File: src/rtl/pcie_us_rq_tag_mgr.sv
// ---------------------------------------------------------------------------
// pcie_us_rq_tag_mgr
//
// Requester tag allocator for the UltraScale/UltraScale+ PCIe RQ interface.
// A free tag is offered on m_tag/m_tag_valid. The requester takes it with
// m_tag_ready. The tag is returned on s_release_tag/s_release_valid when the
// final completion arrives. Availability is reported in the same 2-bit
// saturating form as the core's pcie_rq_tag_av.
//
// Optional feature (compile-time macro PCIE_TAG_TIMEOUT_EN):
//   Per-tag 2-bit age driven by timeout_tick. Expired tags are reported one
//   per cycle on timeout_tag/timeout_valid and reclaimed on that same edge.
//   When the macro is undefined, timeout_tick is ignored and the timeout
//   outputs are tied to 0.
//
// Ports:
//   user_clk           clock
//   user_reset_n       synchronous active-low reset
//   m_tag              offered free tag (registered)
//   m_tag_valid        m_tag is valid (registered)
//   m_tag_ready        requester consumes m_tag this cycle
//   s_release_tag      tag whose final completion arrived
//   s_release_valid    release strobe
//   cfg_ext_tag_en     0: only tags 0..31 may be allocated
//   tag_av             free allocatable tags, saturating at 3 (registered)
//   outstanding_count  tags currently in use (registered)
//   release_err        one-cycle pulse: bad release (free or out of range)
//   timeout_tick       age timebase strobe (optional feature only)
//   timeout_tag        timed-out tag (optional feature only)
//   timeout_valid      one pulse per timed-out tag (optional feature only)
// ---------------------------------------------------------------------------
module pcie_us_rq_tag_mgr #(
    parameter int TAG_WIDTH = 6,
    parameter int TAG_COUNT = 64,
    parameter int CNT_WIDTH = $clog2(TAG_COUNT + 1)
) (
    input  logic                 user_clk,
    input  logic                 user_reset_n,
    output logic [TAG_WIDTH-1:0] m_tag,
    output logic                 m_tag_valid,
    input  logic                 m_tag_ready,
    input  logic [TAG_WIDTH-1:0] s_release_tag,
    input  logic                 s_release_valid,
    input  logic                 cfg_ext_tag_en,
    output logic [1:0]           tag_av,
    output logic [CNT_WIDTH-1:0] outstanding_count,
    output logic                 release_err,
    input  logic                 timeout_tick,
    output logic [TAG_WIDTH-1:0] timeout_tag,
    output logic                 timeout_valid
);

    // Saturate a free-tag count to the 2-bit tag_av encoding.
    function automatic logic [1:0] sat_av(input logic [CNT_WIDTH-1:0] n);
        return (n > CNT_WIDTH'(3)) ? 2'd3 : n[1:0];
    endfunction

    logic [TAG_COUNT-1:0] in_use_q, in_use_d;
    logic [TAG_WIDTH-1:0] m_tag_q, m_tag_d;
    logic                 m_tag_valid_q, m_tag_valid_d;
    logic [CNT_WIDTH-1:0] outstanding_q, outstanding_d;
    logic [1:0]           tag_av_q, tag_av_d;
    logic                 release_err_q, release_err_d;

    logic [TAG_COUNT-1:0] alloc_vec;    // one-hot of the tag taken this cycle
    logic [TAG_COUNT-1:0] rel_vec;      // one-hot of an in-range release
    logic [TAG_COUNT-1:0] rel_hit_vec;  // release that targets an in-use tag
    logic [TAG_COUNT-1:0] reclaim_vec;  // tag reclaimed by timeout
    logic                 sel_found;
    logic [TAG_WIDTH-1:0] sel_tag;
    logic                 hold;
    logic                 withdraw;

    // Decode handshake and release into one-hot vectors. Loop-based decode
    // keeps out-of-range release tags (>= TAG_COUNT) naturally unmatched.
    always_comb begin
        alloc_vec = '0;
        rel_vec   = '0;
        for (int i = 0; i < TAG_COUNT; i++) begin
            if (m_tag_valid_q && m_tag_ready && (m_tag_q == TAG_WIDTH'(i)))
                alloc_vec[i] = 1'b1;
            if (s_release_valid && (s_release_tag == TAG_WIDTH'(i)))
                rel_vec[i] = 1'b1;
        end
    end

    assign rel_hit_vec   = rel_vec & in_use_q;
    assign release_err_d = s_release_valid && (rel_hit_vec == '0);
    assign in_use_d      = (in_use_q | alloc_vec) & ~rel_hit_vec & ~reclaim_vec;

    // Lowest clear tag in the next-state bitmap, below the extended-tag limit.
    always_comb begin
        sel_found = 1'b0;
        sel_tag   = '0;
        for (int i = TAG_COUNT - 1; i >= 0; i--) begin
            if (!in_use_d[i] && (cfg_ext_tag_en || (i < 32))) begin
                sel_found = 1'b1;
                sel_tag   = TAG_WIDTH'(i);
            end
        end
    end

    // An unaccepted offer is held stable. If extended tags get disabled while
    // an offer >= 32 is pending, the offer is dropped for one cycle and then
    // recomputed under the new limit.
    assign hold     = m_tag_valid_q && !m_tag_ready;
    assign withdraw = hold && !cfg_ext_tag_en && (32'(m_tag_q) >= 32);

    always_comb begin
        m_tag_d       = sel_tag;
        m_tag_valid_d = sel_found;
        if (withdraw) begin
            m_tag_d       = m_tag_q;
            m_tag_valid_d = 1'b0;
        end else if (hold) begin
            m_tag_d       = m_tag_q;
            m_tag_valid_d = 1'b1;
        end
    end

    // Counts are taken from the current bitmap, so they trail it by a cycle.
    always_comb begin
        logic [CNT_WIDTH-1:0] used;
        logic [CNT_WIDTH-1:0] free_lim;
        used     = '0;
        free_lim = '0;
        for (int i = 0; i < TAG_COUNT; i++) begin
            used = used + CNT_WIDTH'(in_use_q[i]);
            if (!in_use_q[i] && (cfg_ext_tag_en || (i < 32)))
                free_lim = free_lim + CNT_WIDTH'(1);
        end
        outstanding_d = used;
        tag_av_d      = sat_av(free_lim);
    end

    always_ff @(posedge user_clk) begin
        if (!user_reset_n) begin
            in_use_q      <= '0;
            m_tag_q       <= '0;
            m_tag_valid_q <= 1'b0;
            outstanding_q <= '0;
            tag_av_q      <= 2'd0;
            release_err_q <= 1'b0;
        end else begin
            in_use_q      <= in_use_d;
            m_tag_q       <= m_tag_d;
            m_tag_valid_q <= m_tag_valid_d;
            outstanding_q <= outstanding_d;
            tag_av_q      <= tag_av_d;
            release_err_q <= release_err_d;
        end
    end

`ifdef PCIE_TAG_TIMEOUT_EN
    logic [1:0]           age_q [TAG_COUNT];
    logic [TAG_COUNT-1:0] expired_q;
    logic [TAG_COUNT-1:0] to_cand;
    logic [TAG_WIDTH-1:0] to_tag_q, to_tag_d;
    logic                 to_valid_q, to_valid_d;

    // A tag released in the same cycle is freed normally and not reported.
    always_comb begin
        to_cand     = expired_q & ~rel_hit_vec;
        to_valid_d  = 1'b0;
        to_tag_d    = '0;
        reclaim_vec = '0;
        for (int i = TAG_COUNT - 1; i >= 0; i--) begin
            if (to_cand[i]) begin
                to_valid_d = 1'b1;
                to_tag_d   = TAG_WIDTH'(i);
            end
        end
        for (int i = 0; i < TAG_COUNT; i++)
            reclaim_vec[i] = to_valid_d && (to_tag_d == TAG_WIDTH'(i));
    end

    always_ff @(posedge user_clk) begin
        if (!user_reset_n) begin
            for (int i = 0; i < TAG_COUNT; i++) age_q[i] <= 2'd0;
            expired_q  <= '0;
            to_tag_q   <= '0;
            to_valid_q <= 1'b0;
        end else begin
            for (int i = 0; i < TAG_COUNT; i++) begin
                if (alloc_vec[i])
                    age_q[i] <= 2'd0;
                else if (timeout_tick && in_use_q[i] && (age_q[i] != 2'd3))
                    age_q[i] <= age_q[i] + 2'd1;

                if (reclaim_vec[i] || rel_hit_vec[i])
                    expired_q[i] <= 1'b0;
                else if (timeout_tick && in_use_q[i] && (age_q[i] == 2'd3))
                    expired_q[i] <= 1'b1;
            end
            to_tag_q   <= to_tag_d;
            to_valid_q <= to_valid_d;
        end
    end

    assign timeout_tag   = to_tag_q;
    assign timeout_valid = to_valid_q;
`else
    logic unused_timeout_tick;

    assign unused_timeout_tick = timeout_tick;
    assign reclaim_vec         = '0;
    assign timeout_tag         = '0;
    assign timeout_valid       = 1'b0;
`endif

    assign m_tag             = m_tag_q;
    assign m_tag_valid       = m_tag_valid_q;
    assign outstanding_count = outstanding_q;
    assign tag_av            = tag_av_q;
    assign release_err       = release_err_q;

endmodule

File: config.mk
export PLATFORM = sky130hd
export DESIGN_NAME = pcie_us_rq_tag_mgr
export DESIGN_NICKNAME = d
export VERILOG_FILES = /design/src/rtl/pcie_us_rq_tag_mgr.sv
export SDC_FILE = /design/constraint.sdc
export NUM_CORES = 1
export LEC_CHECK = 0
export CELL_PAD_IN_SITES_DETAIL_PLACEMENT = 0
export CELL_PAD_IN_SITES_GLOBAL_PLACEMENT = 1
export CORE_AREA = 2 2 185 187
export CTS_CLUSTER_SIZE = 20
export DETAILED_ROUTE_END_ITERATION = 10
export DIE_AREA = 0 0 187 189
export PLACE_DENSITY_LB_ADDON = 0.1
export SLEW_MARGIN = 40
export SYNTH_ARGS = -nofsm -noshare
export SYNTH_HDL_FRONTEND = slang
export SYNTH_SLANG_ARGS = --single-unit
File: constraint.sdc
create_clock -name user_clk -period 92.5 [get_ports user_clk]
set_clock_uncertainty 0.05 [all_clocks]
set_input_delay 18.5 -clock user_clk [delete_from_list [all_inputs] [get_ports user_clk]]
set_output_delay 18.5 -clock user_clk [all_outputs]
set_load 0.02 [all_outputs]
==> qor.yml <==
status: "completed"
ys_ff_latch: 81
cts_resized: 0
synth_cells: 2293
area_delta_synth_final_pct: 5.38
multi_input_area_sq_um: 14200
r2r_end: "tag_av[1]$_SDFF_PN0_"
worstSetupStartpoint: "in_use_q[0]$_SDFF_PN0_"
rrSetupSlack_ns: 48.97
grt_start_max_net_pins: 71
numPortBuffers: 27
hold_buffers: 0
period_share_pct: 47.1
first_global_vias: 15100
worst_pin_slew_ns: 0.838
synth_area_sq_um: 16800
core_sq_um: 33300
grt_pass1_wl_um: 80200
ys_types: 101
cp-end-kind: "flip-flop"
async_flop_share_pct: 0
yosysSeqAreaShare_pct: 9.62
dp.final_hpwl_um: 38700
drc: 0
finalSetupViolCount: 0
synth_edf_count: 0
cts_tree: "built"
regArea_sq_um: 1620
fp-row-count: 67
setup_tns_ns: 0
finalWirelength_um: 48800
clkLatencyLatePin_ns: 0.35
crit_end: "tag_av[1]$_SDFF_PN0_"
drtAntennaViolNets: 0
synth_flop_cell: "dfxtp_1"
initial_core_util_pct: 50.6
routedWlPerCell_um: 18.1
hold_class: "reg2reg"
arrival_ns: 43.69
die_h_um: 189
clock_sinks: 81
clk_pin_slew_ns: 0.06
fillers: 3373
rr_startpoint: "in_use_q[0]$_SDFF_PN0_"
yosys_warnings: 0
place_ws_ns: 49.34
ff2ff_path_depth: 211
slowest_delay_ns: 0.59
grt-ovfl-total: 0
crit_slowest_cell: "or4b_2"
die_area_sq_um: 35300
drv_cap: 0
die_w_um: 187
drv_slew: 0
syn_avg_cell_area_sq_um: 7.35
clockRootBuffer: "clkbuf_16"
avgViaCountPerCell: 5.96
fin_crit_ns: 43.53
io_pins: 36
drtIter0Drc: 1278
place.gp.congestion: 1.00
n_antenna_cell: 0
drive_gt1_share_pct: 6.26
slew-limit-headroom_pct: 44.0
critPathKind: "reg2reg"
numCtsBuffers: 9
h-tree-depth: 3
grt.total_usage_pct: 27.6
fmax_mhz: 23.0
timing.final.ws_setup_ns: 48.97
cp.required_ns: 92.66
nets: 2393
vias: 16100
cp_max_fo: 9
grt_antenna_before_repair: 0
cts_max_path_buffers: 2
start_kind: "flip-flop"
cp_common_cell: "ha_1"
timing_hold_violations_final: 0
post_cts_buffers: 0
first_pass_iters: 8
rsz0062_at_grt: "false"
==> cell usage after synthesis, drive strengths merged (15+ instances only) <==
| library cell | n | area share [%] |
|---|---|---|
| and2 | 49 | 1.8 |
| nor3b | 16 | 0.71 |
| xnor3 | 33 | 4.5 |
| o21ai | 117 | 3.5 |
| a22oi | 19 | 0.85 |
| nand2b | 38 | 1.4 |
| fa | 54 | 6.4 |
| nor2 | 270 | 6.0 |
| nand4 | 24 | 0.89 |
| dfxtp | 81 | 9.6 |
| a31oi | 93 | 3.5 |
| o22ai | 20 | 0.74 |
| xor2 | 91 | 5.3 |
| and3 | 24 | 0.92 |
| nand3 | 64 | 1.9 |
| clkbuf | 93 | 2.1 |
| a21oi | 108 | 3.2 |
| nor3 | 40 | 1.2 |
| nor2b | 56 | 2.1 |
| mux2i | 28 | 1.7 |
| inv | 152 | 3.4 |
| ha | 78 | 5.8 |
| o211ai | 17 | 0.76 |
| or3 | 15 | 0.56 |
| buf | 21 | 0.74 |
| xnor2 | 204 | 12 |
| nand2 | 244 | 5.4 |
==> per-layer routing <==
metal | up-vias | share of wire, % | GRT usage [%]
li1 | 7932 | - | -
met1 | 7622 | 48 | 39.4
met2 | 497 | 44 | 45.0
met3 | 59 | 6.4 | 3.60
met4 | 0 | 1.7 | 5.10
met5 | - | 0 | 0
==> area by class of cell <==
| type | count | area share, % |
|---|---|---|
| multi-input combinational | 1951 | 80.1 |
| sequential | 81 | 9.13 |
| inverter | 153 | 3.23 |
| tap | 448 | 3.16 |
| timing repair buffer | 53 | 2.59 |
| clock buffer | 10 | 1.35 |
| clock inverter | 5 | 0.451 |
==> registers in the layout, summed over array words and instances (netlist names) <==
register / flops
in_use_q: 64
outstanding_count: 7
m_tag: 6
tag_av: 2
m_tag_valid: 1
release_err: 1
==> critical path, delay by kind of cell, from the launching register on <==
| family | cells | cell delay, ns |
|---|---|---|
| AOI/OAI and AO/OA | 59 | 11.40 |
| xor gates and xnor gates | 2 | 0.45 |
| adders and majority gates | 61 | 18.57 |
| buffers and inverters | 13 | 1.15 |
| DFF | 1 | 0.43 |
| muxes | 9 | 2.41 |
| and+or+nand+nor | 67 | 8.89 |
==> stage by stage <==
| stage | hold slack (ns) | std cells | utilization, % | area [sq um] |
|---|---|---|---|---|
| finish | 0.555 | 2701 | 53.4 | 17800 |
| global route | 0.563 | 2701 | 53.4 | 17800 |
| CTS | 0.523 | 2701 | 53.3 | 17700 |
| detailed placement | 0.512 | 2686 | 52.3 | 17400 |
| global placement | 0.516 | 2686 | 52.3 | 17400 |
| floorplan | 0.530 | 2299 | - | 16900 |
==> how the worst min path moves through the flow <==
stage                                       start  depth (start not counted)                       to
after floorplan           in_use_q[32]$_SDFF_PN0_                          2  in_use_q[32]$_SDFF_PN0_
after global placement      m_tag[5]$_SDFFE_PN0P_                          2    m_tag[5]$_SDFFE_PN0P_
after detailed placement    m_tag[5]$_SDFFE_PN0P_                          2    m_tag[5]$_SDFFE_PN0P_
after CTS                   m_tag[5]$_SDFFE_PN0P_                          2    m_tag[5]$_SDFFE_PN0P_
after global routing        m_tag[5]$_SDFFE_PN0P_                          2    m_tag[5]$_SDFFE_PN0P_
final                       m_tag[5]$_SDFFE_PN0P_                          2    m_tag[5]$_SDFFE_PN0P_
==> cells in the final DEF (no fill, tap or decap), types with 9 or more instances in the layout <==
cell type	instances
o211ai_1	17
xnor3_1	25
clkdlybuf4s50_1	26
o21ai_0	110
clkbuf_16	9
or3_1	15
a21oi_1	107
a21boi_0	10
a22o_1	11
and2_1	49
nand2_1	244
nor2_1	269
nor3b_1	16
o21a_1	10
a211oi_1	13
mux2i_1	25
a21o_1	9
nor2b_1	54
xnor2_2	18
a31oi_1	93
inv_1	150
o22ai_1	20
ha_1	78
and3_1	23
nand4_1	24
nand2b_1	38
nor3_1	39
xor2_1	81
dfxtp_1	81
xnor2_1	180
a22oi_1	19
a221oi_1	12
nand3_1	64
fa_1	54
buf_4	26
or2_2	13
o31ai_1	12
==> cell families after synthesis <==
group,Yosys count,share of synthesized area (%)
XOR/XNOR,334,22.8
adder cells (fa/ha/maj),135,12.4
buffers and inverters,267,6.22
AO/OA/AOI/OAI,534,20.7
flip-flops,81,9.62
other,1,0.0223
AND/OR/NAND/NOR,906,26.1
multiplexers,35,2.20
Power is not shown: default switching activity piles up to over one toggle a cycle in this logic, so the estimate is an artifact.
